**config.mk**
```make
export PLATFORM = sky130hd
export DESIGN_NAME = bin_to_bcd_seq
export DESIGN_NICKNAME = d
export VERILOG_FILES = /design/src/rtl/bin_to_bcd_seq.sv
export SDC_FILE = /design/constraint.sdc
export NUM_CORES = 1
export LEC_CHECK = 0
export CAP_MARGIN = 15
export CORE_MARGIN = 2
export CORE_UTILIZATION = 56
export CTS_BUF_LIST = sky130_fd_sc_hd__clkbuf_8
export CTS_CLUSTER_DIAMETER = 150
export DETAILED_ROUTE_END_ITERATION = 12
export PLACE_DENSITY = 0.88
export SLEW_MARGIN = 20
export SYNTH_ARGS = -nofsm -noshare
export SYNTH_HDL_FRONTEND = slang
export SYNTH_SLANG_ARGS = --single-unit
```
**constraint.sdc**
```tcl
create_clock -name clk -period 1.95 [get_ports clk]
set_input_delay 0.585 -clock clk [delete_from_list [all_inputs] [get_ports clk]]
set_output_delay 0.585 -clock clk [all_outputs]
set_load 0.02 [all_outputs]
```
**src/rtl/bin_to_bcd_seq.sv**
```systemverilog
// Iterative shift-and-add-3 binary-to-BCD converter, one bit per clock.
// Define BIN_TO_BCD_BLANK_EN to add the leading-zero blank mask output.
module bin_to_bcd_seq #(
  parameter int BIN_W  = 8,
  parameter int DIGITS = 3
) (
  input  logic                  clk,
  input  logic                  rst_n,
  input  logic                  start,
  input  logic [BIN_W-1:0]      bin,
  output logic                  busy,
  output logic                  done,
  output logic [4*DIGITS-1:0]   bcd,
  output logic                  ovf
`ifdef BIN_TO_BCD_BLANK_EN
  ,
  output logic [DIGITS-1:0]     blank
`endif
);

  localparam int BW = 4 * DIGITS;
  localparam int CW = $clog2(BIN_W + 1);
  localparam logic [CW-1:0] LAST = CW'(BIN_W - 1);

  typedef enum logic {
    IDLE,
    CONV
  } state_e;

  state_e           state_q;
  logic [BIN_W-1:0] sh_q, sh_d;
  logic [BW-1:0]    work_q, work_d, adj;
  logic             sticky_q, sticky_d;
  logic [CW-1:0]    cnt_q, cnt_d;
  logic             last;
  logic             busy_q, done_q, ovf_q;
  logic [BW-1:0]    bcd_q;

  always_comb begin
    adj = work_q;
    for (int k = 0; k < DIGITS; k++) begin
      if (work_q[4*k +: 4] >= 4'd5)
        adj[4*k +: 4] = work_q[4*k +: 4] + 4'd3;
    end
    work_d   = {adj[BW-2:0], sh_q[BIN_W-1]};
    sh_d     = sh_q << 1;
    sticky_d = sticky_q | adj[BW-1];
    cnt_d    = cnt_q + CW'(1);
    last     = (cnt_q == LAST);
  end

`ifdef BIN_TO_BCD_BLANK_EN
  logic [DIGITS-1:0] blank_q, blank_d;
  logic              zero_run;

  // A digit blanks only if it and every digit above it are zero.
  always_comb begin
    blank_d  = '0;
    zero_run = 1'b1;
    for (int k = DIGITS - 1; k >= 1; k--) begin
      zero_run   = zero_run & (work_d[4*k +: 4] == 4'd0);
      blank_d[k] = zero_run;
    end
    if (sticky_d)
      blank_d = '0;
  end

  always_ff @(posedge clk or negedge rst_n) begin
    if (!rst_n)
      blank_q <= ~DIGITS'(1);
    else if (state_q == CONV && last)
      blank_q <= blank_d;
  end

  assign blank = blank_q;
`endif

  always_ff @(posedge clk or negedge rst_n) begin
    if (!rst_n) begin
      state_q  <= IDLE;
      busy_q   <= 1'b0;
      done_q   <= 1'b0;
      bcd_q    <= '0;
      ovf_q    <= 1'b0;
      sh_q     <= '0;
      work_q   <= '0;
      sticky_q <= 1'b0;
      cnt_q    <= '0;
    end else begin
      done_q <= 1'b0;
      unique case (state_q)
        IDLE: begin
          if (start) begin
            sh_q     <= bin;
            work_q   <= '0;
            sticky_q <= 1'b0;
            cnt_q    <= '0;
            busy_q   <= 1'b1;
            state_q  <= CONV;
          end
        end
        CONV: begin
          sh_q     <= sh_d;
          work_q   <= work_d;
          sticky_q <= sticky_d;
          cnt_q    <= cnt_d;
          if (last) begin
            bcd_q   <= work_d;
            ovf_q   <= sticky_d;
            done_q  <= 1'b1;
            busy_q  <= 1'b0;
            state_q <= IDLE;
          end
        end
        default: state_q <= IDLE;
      endcase
    end
  end

  assign busy = busy_q;
  assign done = done_q;
  assign bcd  = bcd_q;
  assign ovf  = ovf_q;

endmodule

```
==> flow_metrics.tcl, run 1 <==
set metrics [dict create \
    cellLeakagePower_nw 1.04 \
    cts_num_sinks 41 \
    place_area_mm2 0.00222 \
    layout-drive-gt1-share_pct 10.4 \
    drc 0 \
    setup-tns-final_ns 0 \
    critPathBufInv 1 \
    worstSetupPathType "flop to output pin" \
    rsz0062_at_grt "no" \
    path_cells "clkdlybuf4s50_1" \
    synthDistinctLibCells 29 \
    pwr_density_cell_mw_per_mm2 1680 \
    regToRegSetupSlack_ns 0.29 \
    worstSkewPairLatency_ns 0.29 \
    ys_top_cells_by_area "dfrtp_1, nand2_1, o21ai_0" \
    cts_made_buffers 5 \
    tightestPinTransition_ns 0.466 \
    first_pass_iters 4 \
    ys_seq_elements 41 \
    finClkSkew_ns 0.00235 \
    setup_violations 0 \
    slowest_delay_ns 0.62 \
    grt_overflow_total 0 \
    via_per_inst 5.30 \
    yosysSeqAreaShare_pct 53.9 \
    grt_antenna_before_repair 0 \
    final_antenna_net_count 0 \
    syn-num-nets 200 \
    fillers 280 \
    synth.top_cell.area_share_pct 53.9 \
    cpLargestDelayFamily "buffers and inverters" \
    antennaDiodeCount 0 \
    dp_slack_ns 0.200 \
    top_layer "met4" \
    hold_path_class "primary input to asynchronous set/reset pin" \
    ios 26 \
    cpMaxStageDelayCell "clkdlybuf4s50_1" \
    multi_input_area_um2 790 \
    fin_crit_sh_pct 94.8 \
    grt_pass1_vias 1331 \
    core-area_mm2 0.00331 \
    finalMaxSlewViolations 0 \
    cts_root_buffer "clkbuf_8" \
    synth_warnings 0 \
    crit_path_end_kind "output pin" \
    cts_setup_buffers 0 \
    avgSynthCellArea_um2 10.4 \
    max_freq_mhz 541 \
    synthCells 182 \
    clkSlewWorstSetupHoldPaths_ns 0.07 \
    rows 21 \
    critical_path_arrival_ns 1.26 \
    port-buffer-count 25 \
    drt-total-wl_um 3390 \
    start_util_pct 57.4 \
    peakVddDrop_uv 901 \
    area_growth_syn_to_layout_pct 21.4 \
    grt_pass1_wl_um 6220 \
    ctsResizeCount 0 \
    vias 1362 \
    crit_required_ns 1.36 \
    cap_violations 0 \
    holdWs_ns 0.237 \
    cts_tree "built" \
    h-tree-depth 2 \
    fin_area_mm2 0.00231 \
    maxSlewHeadroom_pct 68.9 \
    status "complete, no violations" \
    nets 229 \
    period_needed_ns 1.85 \
    startpoint_type "flop" \
    wl_met3_um 132 \
    routed-wl-met2_um 1600 \
    synth_top_area_cell "dfrtp_1" \
    setup_ws_ns 0.101 \
    die_x_um 62.3 \
    initialDrtViolationCount 87 \
    cp_max_fo 2 \
    hpwl_um 2460 \
    grt_use_total_pct 20.8 \
    dieArea_mm2 0.00388 \
    met1Wirelength_um 1570 \
    register_area_mm2 0.00103 \
    postCtsHoldBufs 0 \
    syn_area_mm2 0.00190 \
    grt_max_degree 23 \
    finalWeightedCongestion 0.804 \
    wire_per_inst_um 13.2 \
    ctsLongestPathBuffers 2 \
    hold_violations 0 \
    die_y_um 62.3 \
]
==> state kept, by name, summed over array words and instances (netlist names) <==
| register | count |
|---|---|
| bcd | 12 |
| work_q | 12 |
| sh_q | 8 |
| cnt_q | 4 |
| busy | 1 |
| done | 1 |
| ovf | 1 |
| state_q | 1 |
| sticky_q | 1 |
==> area by class of cell <==
type	count	share of cell area, %
inverter	9	1.46
multi-input combinational	123	34.2
timing repair buffer	31	13.7
clock buffer	6	3.58
clock inverter	1	0.163
sequential	41	44.4
tap	46	2.49
==> power breakdown <==
group          leakage, nW  total [W]  internal, W  switching, W
sequential           0.514    0.00152      0.00122      0.000295
combinational        0.478    0.00181     0.000885      0.000920
clock               0.0485   0.000549     0.000275      0.000273
==> cell families (layout without fill, tap and decap cells) <==
group	Yosys count	count (layout)	synth area share (%)
AO/OA/AOI/OAI	47	47	14.3
XOR/XNOR	5	5	2.30
buffers and inverters	18	47	4.54
adder cells (fa/ha/maj)	7	7	4.61
flip-flops	41	41	53.9
multiplexers	14	14	8.29
AND/OR/NAND/NOR	50	50	12.0
==> placed cells by master, fill, tap and decap left out, types with 4 or more instances in the layout <==
| master | count |
|---|---|
| clkdlybuf4s50_1 | 24 |
| nand2_1 | 31 |
| dfrtp_1 | 41 |
| nor2_1 | 4 |
| nor3b_1 | 5 |
| clkbuf_8 | 6 |
| mux2i_1 | 9 |
| o21ai_0 | 21 |
| buf_4 | 4 |
| a21oi_1 | 8 |
| xnor2_1 | 4 |
| inv_1 | 9 |
| ha_1 | 7 |
| o22ai_1 | 9 |
==> Yosys cell counts, drive strengths merged <==
cell type   n
a22o        3
mux2        5
o22ai       9
o21ai      23
xnor2       4
inv         9
xor2        1
nand4b      1
a21o        1
o31ai       1
clkbuf      3
buf         6
or2b        1
nor3b       5
nand2b      3
nor3        2
nand3       3
a21oi      10
dfrtp      41
mux2i       9
nor2        4
nand2      31
ha          7
==> metal layers <==
layer  vias to the layer above  track usage [%]
li1                        683                -
met1                       641             26.7
met5                         -                0
met3                         9             6.70
met2                        29             32.3
met4                         0             10.0
==> worst paths after layout <==
check                           from   endpoint  depth (start not counted)
max                          bcd[10]    bcd[10]                          1
min                            rst_n     bcd[2]                          1
max reg2reg                work_q[0]  work_q[2]                          6
min reg2reg                   bcd[1]     bcd[1]                          2
max in group asynchronous      rst_n    sh_q[1]                          2
min in group clk              bcd[1]     bcd[1]                          2
==> stage by stage <==
step                instances  total power, W  util, %
floorplan                 182         0.00276        -
global placement          250         0.00327     67.1
detailed placement        250         0.00335     67.1
CTS                       257         0.00390     69.7
global route              257         0.00422     69.7
finish                    257         0.00387     69.7
(Power assumes the default switching activity.)
==> run 2, diff against run 1 <==
GPL_ROUTABILITY_DRIVEN = 0   (was not set)
==> results of run 2 <==
The final DEF is identical to that of run 1; final timing and power are the same.
==> run 3, diff against run 2 <==
clock period = 2 ns   (was 1.95 ns; I/O delays follow)
==> run 3 against run 2 <==
  * Critical endpoint is now busy
  * Critical path depth unchanged
  * Sequential power about the same
  * Final cell count down 0.39%
  * Sequential cell count unchanged
  * Global-route usage down 0.29 points
==> flow_metrics.tcl, run 3 (same netlist as run 1, synthesis figures left out) <==
set metrics [dict create \
    status "complete, no violations" \
    tightestPinTransition_ns 0.497 \
    layout-drive-gt1-share_pct 10.0 \
    cts_setup_buffers 0 \
    nets 228 \
    cp_max_fo 2 \
    rsz0062_at_grt "no" \
    max_freq_mhz 535 \
    cap_violations 0 \
    start_util_pct 57.4 \
    vias 1387 \
    hpwl_um 2450 \
    grt_max_degree 42 \
    wire_per_inst_um 13.7 \
    slowest_delay_ns 0.61 \
    setup-tns-final_ns 0 \
    area_growth_syn_to_layout_pct 20.3 \
    crit_required_ns 1.40 \
    first_pass_iters 7 \
    register_area_mm2 0.00103 \
    final_antenna_net_count 0 \
    multi_input_area_um2 790 \
    grt_antenna_before_repair 0 \
    initialDrtViolationCount 35 \
    cts_made_buffers 5 \
    cpLargestDelayFamily "buffers and inverters" \
    timing.rr.start "work_q[4]" \
    finalMaxSlewViolations 0 \
    antennaDiodeCount 0 \
    cellLeakagePower_nw 1.03 \
    drt-total-wl_um 3500 \
    cts_root_buffer "clkbuf_8" \
    via_per_inst 5.42 \
    worstSetupPathType "flop to output pin" \
    period_needed_ns 1.87 \
    pwr_density_cell_mw_per_mm2 1650 \
    path_cells "clkdlybuf4s50_1" \
    drc 0 \
    hold_path_class "primary input to asynchronous set/reset pin" \
    layout_commonest_cell "dfrtp_1" \
    h-tree-depth 2 \
    dieArea_mm2 0.00388 \
    cp.depth 1 \
    core-area_mm2 0.00331 \
    grt_overflow_total 0 \
    grt_pass1_wl_um 6200 \
    fillers 286 \
    postCtsHoldBufs 0 \
    crit_path_start "busy" \
    port-buffer-count 25 \
    crit_path_end_kind "output pin" \
    worstSkewPairLatency_ns 0.29 \
    critical_path_arrival_ns 1.27 \
    setup_violations 0 \
    cts_num_sinks 41 \
    hold_violations 0 \
    cts_tree "built" \
    maxSlewHeadroom_pct 66.8 \
    final_cell_mix "dfrtp_1, nand2_1, clkdlybuf4s50_1" \
    finClkSkew_ns 0.00573 \
    ctsResizeCount 0 \
    clkSlewWorstSetupHoldPaths_ns 0.07 \
    cpMaxStageDelayCell "clkdlybuf4s50_1" \
    grt_use_total_pct 20.6 \
    grt_pass1_vias 1397 \
    startpoint_type "flop" \
    fin_crit_sh_pct 93.5 \
    ctsLongestPathBuffers 2 \
    fin_util_pct 69.1 \
    die_y_um 62.3 \
    peakVddDrop_uv 999 \
    ios 26 \
    critPathBufInv 1 \
    rr_worst_depth 6 \
    die_x_um 62.3 \
    rows 21 \
]
[run 3: path summary, 6_finish.rpt]
path,end,slack (ns)
min in group clk,bcd[1],0.48
max in group asynchronous,bcd[7],1.30
setup / recovery,busy,0.13
hold reg to reg,bcd[1],0.48
hold / removal,bcd[1],0.34
setup reg to reg,work_q[6],0.33
[run 3: stage by stage]
step	setup WS [ns]	hold WS (ns)	cells	area (um2)	power, W
floorplan	0.508	0.304	182	1900	0.00269
global placement	0.274	0.459	249	2200	0.00316
detailed placement	0.247	0.467	249	2200	0.00326
CTS	0.124	0.374	256	2290	0.00381
global route	0.0859	0.405	256	2290	0.00408
finish	0.131	0.344	256	2290	0.00378
[run 3: report_power, final]
part           internal (W)  leakage [nW]  switching [W]
combinational      0.000849         0.468       0.000904
clock              0.000268        0.0485       0.000266
sequential          0.00119         0.514       0.000300
total               0.00231          1.03        0.00147
[run 3: final cells by class]
type,count,area share [%]
Sequential cell,41,44.8
Multi-Input combinational cell,123,34.5
Timing Repair Buffer,30,12.9
Clock buffer,6,3.61
Tap cell,46,2.52
Inverter,9,1.48
Clock inverter,1,0.164
[run 3: layer usage]
| metal | wire length, um | share of wire, % | track usage, % | vias to the layer above |
|---|---|---|---|---|
| met5 | 0 | 0 | 0 | - |
| met4 | 84 | 2.4 | 11.7 | 0 |
| li1 | - | - | - | 680 |
| met3 | 174 | 5.0 | 5.80 | 9 |
| met2 | 1710 | 49 | 32.6 | 36 |
| met1 | 1530 | 44 | 25.4 | 662 |
